[config.mk]
export PLATFORM = sky130hd
export DESIGN_NAME = ntr_cmd_capture
export DESIGN_NICKNAME = d
export VERILOG_FILES = /design/src/rtl/ntr_cmd_capture.sv
export SDC_FILE = /design/constraint.sdc
export NUM_CORES = 1
export LEC_CHECK = 0
export ABC_AREA = 0
export BUFFER_PORTS_ARGS = -buffer_cell sky130_fd_sc_hd__buf_2
export CAP_MARGIN = 20
export CORE_UTILIZATION = 33
export DETAILED_ROUTE_END_ITERATION = 8
export PLACE_DENSITY = 0.57
export SYNTH_ARGS = -nofsm -noshare
export SYNTH_HDL_FRONTEND = slang
export SYNTH_SLANG_ARGS = --single-unit
[constraint.sdc]
create_clock -name clk -period 4.75 [get_ports clk]
set_input_delay 0.7125 -clock clk [delete_from_list [all_inputs] [get_ports clk]]
set_output_delay 0.7125 -clock clk [all_outputs]
set_load 0.03 [all_outputs]
[src/rtl/ntr_cmd_capture.sv]
// NTR cartridge-bus command front end: frame capture, command handshake, data-phase count.
// Optional NTR_CMD_MSB_FIRST_EN places byte 0 in the top byte of `command` (big-endian).
module ntr_cmd_capture #(
    parameter int unsigned CMD_BYTES = 8,
    parameter int unsigned DCNT_W    = 14
) (
    input  logic                               clk,
    input  logic                               rst_n,
    input  logic                               cs1,
    input  logic [7:0]                         data,
    output logic [8*CMD_BYTES-1:0]             command,
    output logic                               cmd_valid,
    input  logic                               cmd_ready,
    output logic [$clog2(CMD_BYTES+1)-1:0]     byte_count,
    output logic [DCNT_W-1:0]                  data_count,
    output logic                               short_abort,
    output logic                               cmd_overrun
);

    localparam int unsigned CW  = 8 * CMD_BYTES;
    localparam int unsigned BCW = $clog2(CMD_BYTES + 1);

    typedef enum logic [1:0] {SYNC, IDLE, CMD, DATA} state_t;

    state_t            state, state_d;
    logic [CW-1:0]     shreg, shreg_d;
    logic [CW-1:0]     cmd_asm;
    logic [CW-1:0]     command_d;
    logic              cmd_valid_d;
    logic [BCW-1:0]    byte_count_d;
    logic [BCW-1:0]    slot_idx;
    logic [DCNT_W-1:0] data_count_d;
    logic              short_abort_d;
    logic              cmd_overrun_d;
    logic              complete;

    // Next-state, capture assembly and handshake
    always_comb begin
        state_d       = state;
        shreg_d       = shreg;
        command_d     = command;
        cmd_valid_d   = cmd_valid;
        byte_count_d  = byte_count;
        data_count_d  = data_count;
        short_abort_d = 1'b0;
        cmd_overrun_d = 1'b0;
        complete      = 1'b0;
        slot_idx      = byte_count;
        cmd_asm       = shreg;

        // A new frame starts from an empty assembly with the byte in slot 0
        if (state == IDLE) begin
            slot_idx = '0;
            cmd_asm  = '0;
        end
        for (int k = 0; k < CMD_BYTES; k++) begin
            if (slot_idx == BCW'(k)) begin
`ifdef NTR_CMD_MSB_FIRST_EN
                cmd_asm[8*(CMD_BYTES-1-k) +: 8] = data;
`else
                cmd_asm[8*k +: 8] = data;
`endif
            end
        end

        case (state)
            SYNC: begin
                if (cs1) state_d = IDLE;
            end
            IDLE: begin
                if (!cs1) begin
                    shreg_d      = cmd_asm;
                    byte_count_d = BCW'(1);
                    data_count_d = '0;
                    if (CMD_BYTES == 1) begin
                        complete = 1'b1;
                        state_d  = DATA;
                    end else begin
                        state_d  = CMD;
                    end
                end
            end
            CMD: begin
                if (cs1) begin
                    state_d       = IDLE;
                    short_abort_d = 1'b1;
                    shreg_d       = '0;
                    byte_count_d  = '0;
                end else begin
                    shreg_d      = cmd_asm;
                    byte_count_d = byte_count + BCW'(1);
                    if (byte_count == BCW'(CMD_BYTES - 1)) begin
                        complete = 1'b1;
                        state_d  = DATA;
                    end
                end
            end
            DATA: begin
                if (cs1) begin
                    state_d      = IDLE;
                    byte_count_d = '0;
                end else if (data_count != '1) begin
                    data_count_d = data_count + DCNT_W'(1);
                end
            end
            default: state_d = SYNC;
        endcase

        // A completing command wins over consumption; it is dropped only if the old one is stuck
        if (complete) begin
            shreg_d = '0;
            if (cmd_valid && !cmd_ready) begin
                cmd_overrun_d = 1'b1;
            end else begin
                command_d   = cmd_asm;
                cmd_valid_d = 1'b1;
            end
        end else if (cmd_valid && cmd_ready) begin
            cmd_valid_d = 1'b0;
        end
    end

    always_ff @(posedge clk) begin
        if (!rst_n) begin
            state       <= SYNC;
            shreg       <= '0;
            command     <= '0;
            cmd_valid   <= 1'b0;
            byte_count  <= '0;
            data_count  <= '0;
            short_abort <= 1'b0;
            cmd_overrun <= 1'b0;
        end else begin
            state       <= state_d;
            shreg       <= shreg_d;
            command     <= command_d;
            cmd_valid   <= cmd_valid_d;
            byte_count  <= byte_count_d;
            data_count  <= data_count_d;
            short_abort <= short_abort_d;
            cmd_overrun <= cmd_overrun_d;
        end
    end

endmodule
==> metrics.cfg <==
[timing]
slew_headroom_pct=34.16
fin_crit_sh_pct=54.48
maxSlewViolCount=0
rsz0062_at_grt=no
fin_ws_ps=2162
final-setup-viol-count=0
finClkSkew_ps=12.82
finalHoldViolCount=0
tightest_slew_ps=979.3
fmax_mhz=386.4
setup_tns_ps=0
period_needed_ps=2588

[grt]
grt_first_pass_wirelength_microns=26700
antenna_found_initial=0
overflow=0
grt_pass1_vias=4813
grt_max_degree=85
track_usage_pct=16.79

[synthesis]
synth_seq_cells=151
synth-main-ff-cell=dfxtp_1
synth_compound_area_share_pct=23.73
ys_top_cells_by_area=dfxtp_1 (45%), mux2i_1 (9.4%), o2bb2ai_1 (7.3%)
avgSynthCellArea_sq_um=9.424
syn_inst=709
async_flop_share_pct=0
synth_area_sq_um=6681
synth_top_area_share_pct=45.24
synthXorXnorAreaFrac_pct=0
yosysUniqueCellTypes=56
yosysWarnings=0
synthMuxAreaShare_pct=11.12
synth_top_family_by_area=compound AO/OA/AOI/OAI gates
syn_nets=728
synth_seq_area_share_pct=45.24
yosysTopAreaCell=dfxtp_1
synth_fa_ha_area_share_pct=1.311
synth_edf_count=0
synth-simple-area-share_pct=13.30

[worst_setup_path]
path_buf_inv=3
reg2reg_slack_ps=2160
timing_worst_setup_path_type=register to register
max_stage_delay_ps=520
timing.rr.start=state[1]$_SDFFE_PN0P_
slowest_stage=ha_2
path_cells=inv_1 -> ha_2 -> inv_1 -> nand2_1 -> and3_2 -> buf_12 -> o2bb2ai_1
path_depth=7
cp_top_family=buffers and inverters
cp.arrival_ps=2930
path_max_fanout=42
cpMostUsedCell=inv_1
worst_setup_path_start_kind=register
required_ps=5100
timing.rr.end=shreg[18]$_SDFFE_PP0P_
rr_worst_depth=7
endpoint_kind=register

[clocking]
cts_tree=yes
cts_buffer_depth=2
cts_resized=0
clock_latency_ps=420
clk_pin_slew_worst_paths_ps=60
cts_buffers=17
cts_max_level=4
root_buffer=clkbuf_16
ctsHoldBuffers=0
cts_sinks=151
cts_setup_buffers=0

[drt]
wl_met2_microns=7526
top_layer_used=met4
ant_nets=0
dr.pass1.iters=4
met1Wirelength_microns=8411
avgViaCountPerCell=5.145
route.met3.wl_microns=810
wl_per_cell_microns=16.34
routed_wl_microns=17020
vias=5361
drc=0
drt_iter0_markers=257

[floorplanning]
die_h_microns=144.3
die_area_sq_um=20820
coreArea_sq_um=19650
die_x_microns=144.3
io-pin-count=97
initial_core_util_pct=34.00
rows=51

[min_path]
min_path_cells=1
hp-start=shreg[62]$_SDFFE_PP0P_
whs_endpoint=shreg[62]$_SDFFE_PP0P_
min_path_type=register to register

[job]
cap_viol_max_count=0

[final_layout]
mostFrequentLayoutCell=dfxtp_1
antenna-diode-count=0
area_growth_pct=18.35
drive_above_1_share_pct=20.46
finalNonFillerCells=1042
nets=784
final_util_pct=40.23
final_cell_area_sq_um=7908
final_cell_mix=dfxtp_1 (151), buf_2 (96), o21ai_0 (73)

[pwr]
leakagePower_uw=0.003262
peakVddDrop_mv=0.2955
power_density_nw_per_um2=447.2

[placed_design]
dp_slack_ps=1859
placed_cells=1010
numPortBuffers=96
hpwl_microns=10740
gp_congestion=0.7324
place_area_sq_um=7232

[outcome]
status=finished, final reports clean

[Yosys cell counts (4+ instances only)]
master     instances
dfxtp_1          151
o21ai_0           73
a21oi_1           64
mux2i_1           63
o2bb2ai_1         56
nor2b_1           54
clkbuf_1          35
nand2_1           35
buf_2             22
nand3_1           21
nor2_1            12
inv_1             10
mux2_2            10
a31oi_1            9
o22ai_1            9
nand2b_1           8
a22oi_1            7
ha_1               7
and3_1             5
buf_6              5
nand4_1            4
[worst reg2reg max path, delay by kind of cell (launching register included)]
kind                     cells  cell delay, ps
AO/OA/AOI/OAI                1             180
adder cells (fa/ha/maj)      1             520
buffers and inverters        3             880
flip-flops                   1             330
AND/OR/NAND/NOR              2             600
[sequential cells by signal (all words and copies together) (netlist names)]
register     count
command         64
shreg           64
data_count      14
byte_count       4
state            2
cmd_overrun      1
cmd_valid        1
short_abort      1
[how the worst max path moves through the flow]
stage	from	end
after floorplan	cs1	data_count[9]$_SDFFE_PN0P_
after global placement	state[1]$_SDFFE_PN0P_	shreg[62]$_SDFFE_PP0P_
after detailed placement	state[1]$_SDFFE_PN0P_	shreg[62]$_SDFFE_PP0P_
after CTS	state[1]$_SDFFE_PN0P_	shreg[47]$_SDFFE_PP0P_
after global routing	state[1]$_SDFFE_PN0P_	shreg[13]$_SDFFE_PP0P_
final	state[1]$_SDFFE_PN0P_	shreg[18]$_SDFFE_PP0P_
[layer usage]
layer / GRT usage (%) / vias to the layer above
met1: 23.51 / 2501
met2: 25.18 / 136
met4: 5.429 / 0
li1: - / 2703
met5: 0 / -
met3: 3.940 / 21
[cells by family after synthesis]
logic type,Yosys count
AO/OA/AOI/OAI,244
AND/OR/NAND/NOR,158
flip-flops,151
buffers and inverters,76
multiplexers,73
adder cells (fa/ha/maj),7
[final cells by class]
cell class / instances / area [sq um]
fill: 2041 / 11750
multi-input combinational: 482 / 3314
sequential: 151 / 3023
timing repair buffer: 103 / 545.5
clock buffer: 18 / 439.2
tap: 265 / 331.6
clock inverter: 13 / 216.5
inverter: 10 / 37.54
[per-stage QoR]
| step | power (uW) | hold WS [ps] |
|---|---|---|
| global route | 3699 | 466.6 |
| CTS | 3556 | 458.0 |
| finish | 3536 | 454.6 |
| detailed placement | 2043 | 438.8 |
| global placement | 2037 | 436.8 |
| floorplan | 1901 | 424.7 |
[report_power, final]
| group | switching (uW) | internal [uW] |
|---|---|---|
| combinational | 494 | 182 |
| clock | 555 | 952 |
| sequential | 47.4 | 1310 |
| total | 1100 | 2440 |
(Power assumes the default switching activity.)
